`src/rtl/soc_system_sysid_timeout.sv`:
```
`default_nettype none
// ============================================================================
// Module   : soc_system_sysid_timeout
// Purpose  : Per-transaction watchdog. A loadable down-counter that is loaded
//            when a read transaction opens and counts down once per cycle
//            while the transaction is open. 'expired' flags the cycle that
//            completes TIMEOUT_CYCLES cycles of the current transaction.
// Ports    : clock   - system clock
//            reset   - synchronous active-high reset
//            clear   - (re)start the budget for a new transaction
//            enable  - a transaction cycle is being spent
//            expired - current cycle is the last cycle of the budget
// Revision : 1.0 - initial release
// ============================================================================
module soc_system_sysid_timeout #(
  parameter int TIMEOUT_CYCLES = 255
) (
  input  logic clock,
  input  logic reset,
  input  logic clear,
  input  logic enable,
  output logic expired
);

  localparam int CNT_W = $clog2(TIMEOUT_CYCLES + 1);

  // The value seen during the first transaction cycle is TIMEOUT_CYCLES-1,
  // so the count reads zero during the TIMEOUT_CYCLES-th cycle.
  localparam logic [CNT_W-1:0] LOAD_VALUE = CNT_W'(TIMEOUT_CYCLES - 1);

  logic [CNT_W-1:0] count;

  always_ff @(posedge clock) begin
    if (reset) begin
      count <= '0;
    end else if (clear) begin
      count <= LOAD_VALUE;
    end else if (enable && (count != '0)) begin
      count <= count - 1'b1;
    end
  end

  // Only meaningful while a transaction is open; the counter is always
  // loaded on the way into one.
  assign expired = (count == '0);

endmodule : soc_system_sysid_timeout
`default_nettype wire

```
`config.mk`:
```
export PLATFORM = sky130hd
export DESIGN_NAME = soc_system_sysid_timeout
export DESIGN_NICKNAME = d
export VERILOG_FILES = /design/src/rtl/soc_system_sysid_timeout.sv
export SDC_FILE = /design/constraint.sdc
export NUM_CORES = 1
export LEC_CHECK = 0
export BUFFER_PORTS_ARGS = -buffer_cell sky130_fd_sc_hd__buf_2
export CAP_MARGIN = 20
export CORE_AREA = 2 2 39 41
export DETAILED_ROUTE_END_ITERATION = 12
export DIE_AREA = 0 0 41 43
export PLACE_DENSITY_LB_ADDON = 0.15
export SLEW_MARGIN = 20
export SYNTH_ARGS = -nofsm -noshare
export SYNTH_HDL_FRONTEND = slang
export SYNTH_SLANG_ARGS = --single-unit
```
`constraint.sdc`:
```
create_clock -name clock -period 2.06 [get_ports clock]
set_input_delay 0.206 -clock clock [delete_from_list [all_inputs] [get_ports clock]]
set_output_delay 0.206 -clock clock [all_outputs]
set_load 0.1 [all_outputs]
```
==> impl_metrics.tcl <==
set metrics [dict create \
    hold_viol_final 0 \
    slew_headroom_pct 71.8 \
    p_int_uw 276 \
    first_global_vias 357 \
    max-cap-violations 0 \
    synthFlopType "dfxtp_1" \
    leakage_uw 0.000199 \
    numClockSinks 8 \
    wire_per_inst_um 12.5 \
    n_antenna_cell 0 \
    synth_commonest_cells "dfxtp_1, a21oi_1, nor3_1" \
    synth_edf_count 0 \
    numCtsBuffers 3 \
    ctsHoldBuffers 0 \
    synth_cell_types 24 \
    grt_max_degree 9 \
    clkLatencyLatePin_ns 0.25 \
    coreArea_sq_um 1380 \
    nets 63 \
    wirelength_um 884 \
    worst_pin_slew_ns 0.419 \
    largest_reg_flops 8 \
    setup_violations 0 \
    path_clk_slew_ns 0.05 \
    grt_pass1_wl_mm 1.50 \
    ioPinCount 5 \
    power.density_nw_per_um2 742 \
    ir_drop_mv 0.256 \
    postSynthAreaPerCell_sq_um 9.24 \
    yosysWarnings 0 \
    pwr-share-comb_pct 22.5 \
    fin_total_pwr_uw 397 \
    cp-end-kind "output pin" \
    post_cts_buffers 0 \
    route.detailed.drc 0 \
    status "finished, final reports clean" \
    crit_arrival_ns 1.71 \
    criticalPathCategory "register to output pin" \
    cts_htree_levels 1 \
    synthSimpleGateAreaFrac_pct 24.6 \
    synth_top_family_by_area "simple AND/OR/NAND/NOR gates" \
    cp_max_fo 5 \
    slew_viol_final 0 \
    utilization_pct 38.6 \
    firstDrtPassIters 2 \
    synth_top_area_cell "dfxtp_1" \
    syn-cell-area_sq_um 453 \
    drt_iter0_drc 3 \
    cp_slowest_cell "or3b_2" \
    syn_nets 55 \
    finalCritPeriodShare_pct 93.1 \
    net-switching-power_uw 121 \
    cts_buffer_depth 2 \
    critPathLaunchType "register" \
    synth-compound-area-share_pct 19.3 \
    p_sw_share_pct 30.4 \
    placedCellCount 68 \
    rows 14 \
    worstPathRequired_ns 1.85 \
    fp.dieH_um 43 \
    final-seq-area_sq_um 160 \
    dpl.hpwl_um 675 \
    syn_to_final_growth_pct 18.0 \
    power_frac_clock_pct 30.6 \
    drive_gt1_share_pct 23.6 \
    synthArstFlopShare_pct 0 \
    gp_congestion 0.748 \
    grt-ovfl-total 0 \
    setup_tns_ns 0 \
    syn_inst 49 \
    rsz0062_at_grt "false" \
    vias 370 \
    final_cell_area_sq_um 534 \
    seqPwrFrac_pct 46.9 \
    postRouteAntennaNets 0 \
    crit_chain "inv_1 -> ha_1 -> or3b_2 -> nor2_4 -> buf_12" \
    synthXorXnorAreaFrac_pct 9.67 \
    cts.repair.resized 0 \
    port-buffer-count 4 \
    synth_fa_ha_area_share_pct 5.52 \
    min_path_type "input port to register" \
    vias_per_cell 5.21 \
    netlist.area_leader.share_pct 35.4 \
    cts-root-buf "clkbuf_4" \
    cts_tree "yes" \
    max_freq_mhz 521 \
    fin_cells 71 \
    fill_cells 139 \
    postPlaceCellArea_sq_um 512 \
    crit_path_max_incr_delay_ns 0.53 \
    design.die.area_sq_um 1760 \
    antenna_found_initial 0 \
    synth.area.top_cells "dfxtp_1, xor2_1, a21oi_1" \
    fin_skew_ns 0.00493 \
    multiInputGateArea_sq_um 285 \
    finalCriticalPeriod_ns 1.92 \
    start_util_pct 32.7 \
    ys_seq_elements 8 \
    largest_registers "count (8)" \
    gr-usage-all-layers_pct 13.2 \
    yosys-mux-area-fraction_pct 2.21 \
    largest_register "count" \
    ys_seq_area_share_pct 35.4 \
    fp.dieW_um 41 \
    synth.most_common_cell "dfxtp_1" \
]
## worst max-delay path, delay by kind of cell (launching register included)
family,cells,cell delay (ns)
simple gates,2,0.67
buf+inv,2,0.28
fa+ha+maj,1,0.16
flops,1,0.35
## placed cells by master (no fill, tap or decap), drive strengths merged
cell	instances
o211ai	2
and4	1
clkbuf	3
or4	1
nor4	1
a311oi	2
ha	2
inv	3
or3b	1
o21a	1
xnor2	1
nand4	1
mux2i	1
o2111ai	1
nor2b	2
nand2b	1
nand3	1
nor2	3
dfxtp	8
xor2	4
nor3	6
a21oi	5
buf	4
## cells by family (layout without fill, tap and decap cells)
logic type | count (synthesis) | after routing
AOI/OAI and AO/OA | 11 | 11
xor gates and xnor gates | 5 | 5
adders and majority gates | 2 | 2
buffers and inverters | 4 | 10
DFF | 8 | 8
muxes | 1 | 1
and+or+nand+nor | 18 | 18
## cell type report
type                    instances  share of cell area (%)
inverters                       3                    2.11
multi-input cells              37                    53.4
repair buffers                  4                    6.56
well taps                      16                    3.75
clock buffers                   3                    4.22
flip-flops and latches          8                    30.0
## power groups by stage
stage | sequential (uW) | clock (uW) | combinational (uW)
after floorplan | 185 | 0 | 71.0
after global placement | 189 | 0 | 90.2
after detailed placement | 189 | 0 | 89.6
after CTS | 186 | 129 | 90.3
after global routing | 188 | 139 | 98.9
final | 186 | 121 | 89.4
## routing by layer
layer  share of wire [%]  vias to the layer above  GRT usage [%]
met5                   0                        -              0
met2                  48                        6           17.8
li1                    -                      193              -
met3                 4.5                        0           6.81
met4                   0                        0           8.00
met1                  47                      171           15.9
## stage by stage
step / setup slack, ns / hold WS, ns
2_1_floorplan: 0.292 / 0.283
3_3_place_gp: 0.233 / 0.449
3_5_place_dp: 0.238 / 0.450
4_1_cts: 0.126 / 0.176
5_1_grt: 0.0427 / 0.184
6_report: 0.142 / 0.187
## path summary, 6_finish.rpt
check | cells past startpoint | slack [ns] | endpoint | startpoint
worst max register to register | 6 | 0.22 | count[5] | count[0]
worst min register to register | 2 | 0.59 | count[7] | count[7]
worst max-delay path | 5 | 0.14 | expired | count[0]
worst min-delay path | 2 | 0.19 | count[0] | clear
Power figures use the tool's default switching activity.
